--- config.mk ---
export PLATFORM = sky130hd
export DESIGN_NAME = compare8
export DESIGN_NICKNAME = d
export VERILOG_FILES = /design/src/rtl/compare8.sv
export SDC_FILE = /design/constraint.sdc
export NUM_CORES = 1
export LEC_CHECK = 0
export ABC_CLOCK_PERIOD_IN_PS = 980
export BUFFER_PORTS_ARGS = -buffer_cell sky130_fd_sc_hd__buf_2
export CELL_PAD_IN_SITES_DETAIL_PLACEMENT = 0
export CELL_PAD_IN_SITES_GLOBAL_PLACEMENT = 1
export CORE_UTILIZATION = 29
export CTS_BUF_LIST = sky130_fd_sc_hd__clkbuf_16
export CTS_CLUSTER_DIAMETER = 120
export DETAILED_ROUTE_END_ITERATION = 16
export GPL_ROUTABILITY_DRIVEN = 0
export PLACE_DENSITY_LB_ADDON = 0.1
export SYNTH_ARGS = -nofsm -noshare
export SYNTH_HDL_FRONTEND = slang
export SYNTH_SLANG_ARGS = --single-unit
--- constraint.sdc ---
create_clock -name clock -period 0.98 [get_ports clock]
set_input_delay 0.049 -clock clock [delete_from_list [all_inputs] [get_ports clock]]
set_output_delay 0.049 -clock clock [all_outputs]
set_load 0.02 [all_outputs]
--- src/rtl/compare8.sv ---
// Registered magnitude comparator: 4-bit slice compares, MSB-first priority, one-hot gt/lt/eq flags.
// Latency PIPE-1 edges after the sampling edge, one compare per clock, no backpressure or hold.
module compare8 #(
   parameter int WIDTH  = 8,
   parameter int SIGNED = 0,
   parameter int PIPE   = 1
) (
   input  logic             clock,
   input  logic             reset_n,
   input  logic [WIDTH-1:0] a,
   input  logic [WIDTH-1:0] b,
   output logic             re,
   output logic             reb,
   output logic             eq
);

   localparam int NS = (WIDTH + 3) / 4;
   localparam int XW = NS * 4;

   logic [XW-1:0] a_x;
   logic [XW-1:0] b_x;
   logic [NS-1:0] gt_d, lt_d;
   logic [NS-1:0] gt_q, lt_q;
   logic          vld_q;
   logic [2:0]    res;

   // Inverting the sign bit maps two's complement onto unsigned order; pad bits are equal zeros.
   always_comb begin
      a_x = '0;
      b_x = '0;
      a_x[WIDTH-1:0] = a;
      b_x[WIDTH-1:0] = b;
      if (SIGNED != 0) begin
         a_x[WIDTH-1] = ~a[WIDTH-1];
         b_x[WIDTH-1] = ~b[WIDTH-1];
      end
   end

   always_comb begin
      gt_d = '0;
      lt_d = '0;
      for (int s = 0; s < NS; s++) begin
         gt_d[s] = a_x[s*4 +: 4] > b_x[s*4 +: 4];
         lt_d[s] = a_x[s*4 +: 4] < b_x[s*4 +: 4];
      end
   end

   always_ff @(posedge clock or negedge reset_n) begin
      if (!reset_n) begin
         gt_q  <= '0;
         lt_q  <= '0;
         vld_q <= 1'b0;
      end else begin
         gt_q  <= gt_d;
         lt_q  <= lt_d;
         vld_q <= 1'b1;
      end
   end

   // Walk LSB to MSB so the most significant decided slice overwrites the rest.
   always_comb begin
      res = 3'b000;
      if (vld_q) begin
         res = 3'b001;
         for (int s = 0; s < NS; s++) begin
            if (gt_q[s] || lt_q[s]) begin
               res = {gt_q[s], lt_q[s], 1'b0};
            end
         end
      end
   end

   generate
      if (PIPE <= 1) begin : g_p1
         assign {re, reb, eq} = res;
      end else begin : g_pn
         logic [2:0] stg_q [2:PIPE];

         always_ff @(posedge clock or negedge reset_n) begin
            if (!reset_n) begin
               for (int k = 2; k <= PIPE; k++) begin
                  stg_q[k] <= 3'b000;
               end
            end else begin
               stg_q[2] <= res;
               for (int k = 3; k <= PIPE; k++) begin
                  stg_q[k] <= stg_q[k-1];
               end
            end
         end

         assign {re, reb, eq} = stg_q[PIPE];
      end
   endgenerate

endmodule

; ---- After elaboration in Yosys (flattened, before gate mapping)
; Cells that the tools add are included.
[word_totals]
in_bits = 18
word_cells = 12
regBits = 5
output_inout_bits = 3
[op_classes]
reduce_logical = 2
order_cmp = 4
muxes = 3
[ops]
columns = operator, count
row1 = 3-bit two-way mux, 3
row2 = 4-bit > comparator, 2
row3 = 4-bit less-than comparator, 2
row4 = 1-bit logical OR, 2

; ---- Longest topological paths before layout
[depth]
ltp_word = 4
ltp_mapped = 5
mapped_depth_nobuf = 5

; ---- Worst setup path after synthesis
; No wires, ideal clock.
[synth_path]
path_kind = reg-to-output
startpoint = register gt_q[0]
endpoint = output port eq
stages_incl_launch_ff = 3
n_path_buf = 0
t_required_ps = 931
slack_ps = 99
t_arrival_ps = 832
cell_sequence = dfrtp_1 -> nor4_1 -> and2_1
[synth_via]
elab_chain_len = 4
[synth_rtl]
columns = element, line
row1 = from (decl), 23  ; logic [NS-1:0] gt_q, lt_q;
row2 = from (signal assigned), 54  ; gt_q <= gt_d;
row3 = 1-bit logical OR, 66  ; if (gt_q[s] || lt_q[s]) begin
row4 = 3-bit two-way mux (2 in a row), 66
row5 = 3-bit two-way mux, 63  ; if (vld_q) begin
row6 = to (decl), 14  ; output logic eq
; No other way between the ends.

; ---- Worst setup path after layout
; Ends and elaborated chain as after synthesis.

==> flow_summary.ini <==
[power_and_ir_drop]
swShare_pct = 20.6
worst_ir_drop_vdd_v = 0.000656
p_switching_mw = 0.231
power_leakage_nw = 0.365
seq_power_share_pct = 22.4
power.internal_mw = 0.887
combinationalPowerShare_pct = 19.2
clock_power_share_pct = 58.4
pwr_density_cell_nw_per_um2 = 1750

[clocking]
post_cts_buffers = 0
htreeDepth = 1
numCtsBuffers = 3
cts_root_buffer = clkbuf_16
clkSinkCount = 5
cts.clk_slew.worst_paths_ns = 0.03
cts_tree = done
cts_buffer_depth = 2

[placed_design]
placed_area_um2 = 522
placed_cells = 77
pre_cts_slack_ns = -0.0273
dpl.hpwl_um = 529
port_buffers = 20

[yosys]
syn_nets = 68
synth_area_um2 = 397
ys_ff_latch = 5
yosys_warnings = 0
avgSynthCellArea_um2 = 9.44
synth_cells = 42
synthDistinctLibCells = 13
yosysSeqAreaShare_pct = 31.5

[worst_setup_path]
critPathArrivalTime_ns = 1.16
worstSetupPathType = flop to output port
path_max_fanout = 2
critPathLaunchType = flop
crit_required_ns = 0.93
cp-end-kind = output port

[global_route]
grt_util_all_layers_pct = 11.3
grt_pass1_wl_mm = 1.12
antenna_found_initial = 0
grt_pass1_vias = 313
overflow = 0
grt_max_degree = 6

[routing]
drt_iter0_drc = 5
first_pass_iters = 3
num_vias = 349
wl_per_cell_um = 8.23
wl_met3_um = 36
routed_wl_um = 675
route.met2.wl_um = 349
drc_errors = 0
highest_layer = met3
ant_nets = 0
viasPerCell = 4.26
met1Wirelength_um = 289

[final_layout]
final_cells = 82
multiInputGateArea_um2 = 248
drive_gt1_share_pct = 39.7
seq_area_um2 = 125
layout_common_cells = buf_2 (17), inv_1 (9), ha_1 (8), dfrtp_1 (5)
final_common_cell = buf_2
areaGrowthSynthToFinish_pct = 61.2
fill_cells = 127
design_area_um2 = 639
antennaDiodeCount = 0
nNetsFinal = 95

[sta]
setup_viol = 3
hold_viol = 0
min_period_over_period_pct = 123
layout_min_cycle_time_ns = 1.20
rsz0062_at_grt = true
worst_slack_ns = -0.225
timing.hold.ws_ns = 0.165
fmax_mhz = 830
setup_tns_ns = -0.522
slew_viol_final = 0

[floorplanning]
start_util_pct = 33.4
core_area_um2 = 1190
row_count = 12
die-area_um2 = 1520
die_y_um = 39.0
io_pins = 21
die_width_um = 39.0

[outcome]
violations = negative setup slack
status = finished with violations

[hold_path]
min_path_type = primary input to asynchronous set/reset pin

[flow_run]
max_cap_viol_count = 0
==> flip-flops by register name, indices dropped and copies added, names as in the netlist <==
register	cells
lt_q	2
gt_q	2
vld_q	1
==> what timing repair did <==
action / CTS / global route
hold buffers: 1 / 0
setup endpoints to repair: 3 / 3
resized for setup: 7 / 1
pin swaps: 2 / 1
hold endpoints to repair: 5 / 0
==> Yosys cell counts (all sizes together) <==
cell,count,area [um2]
a21oi,2,10.0
a2bb2oi,2,17.5
and2,3,18.8
conb,1,3.75
dfrtp,5,125
ha,8,100
inv,8,30.0
nand2,4,15.0
nor2b,4,40.0
nor4,1,6.26
o21a,2,15.0
o21bai,2,15.0
==> worst max-delay path: stages, from the launching register on <==
cell     delay (ns)
dfrtp_1        0.37
nor4_2         0.26
and2_1         0.18
buf_6          0.12
==> through the flow <==
| stage | utilization (%) | total power, mW |
|---|---|---|
| finish | 53.9 | 1.12 |
| global route | 53.9 | 1.18 |
| CTS | 53.6 | 1.13 |
| detailed placement | 44.0 | 0.439 |
| global placement | 44.0 | 0.440 |
| floorplan | - | 0.366 |
==> power by group through the flow <==
stage / clock, mW / sequential (mW) / combinational, mW
detailed placement: 0 / 0.247 / 0.191
global placement: 0 / 0.247 / 0.193
finish: 0.653 / 0.250 / 0.215
global route: 0.682 / 0.252 / 0.242
floorplan: 0 / 0.245 / 0.121
CTS: 0.663 / 0.250 / 0.216
==> kinds of logic (layout without fill, tap and decap cells) <==
logic type / count (synthesis) / in the layout / synth area share, %
AND/OR/NAND/NOR: 12 / 12 / 20.2
adder cells (fa/ha/maj): 8 / 8 / 25.2
AO/OA/AOI/OAI: 8 / 8 / 14.5
buffers and inverters: 8 / 34 / 7.57
flip-flops: 5 / 5 / 31.5
other: 1 / 1 / 0.945
==> worst paths after layout <==
path	slack [ns]	start	cells after the start	endpoint
min in group clock	0.23	b[4]	4	gt_q[1]
max in group asynchronous	0.69	reset_n	2	lt_q[0]
worst max-delay path	-0.22	gt_q[0]	3	eq
worst min-delay path	0.17	reset_n	2	gt_q[1]
==> metal layers <==
| metal | vias to the layer above | track usage [%] |
|---|---|---|
| met2 | 16 | 18.8 |
| met1 | 146 | 12.0 |
| met4 | 0 | 7.76 |
| met5 | - | 0 |
| li1 | 187 | - |
| met3 | 0 | 3.47 |
==> final cells by class <==
type	instances	share of cell area, %
Timing Repair Buffer	22	21.9
Clock inverter	1	0.587
Tap cell	14	2.74
Clock buffer	3	11.7
Inverter	8	4.70
Multi-Input combinational cell	29	38.7
Sequential cell	5	19.6
Note: power is estimated with default switching activity, not from simulation.
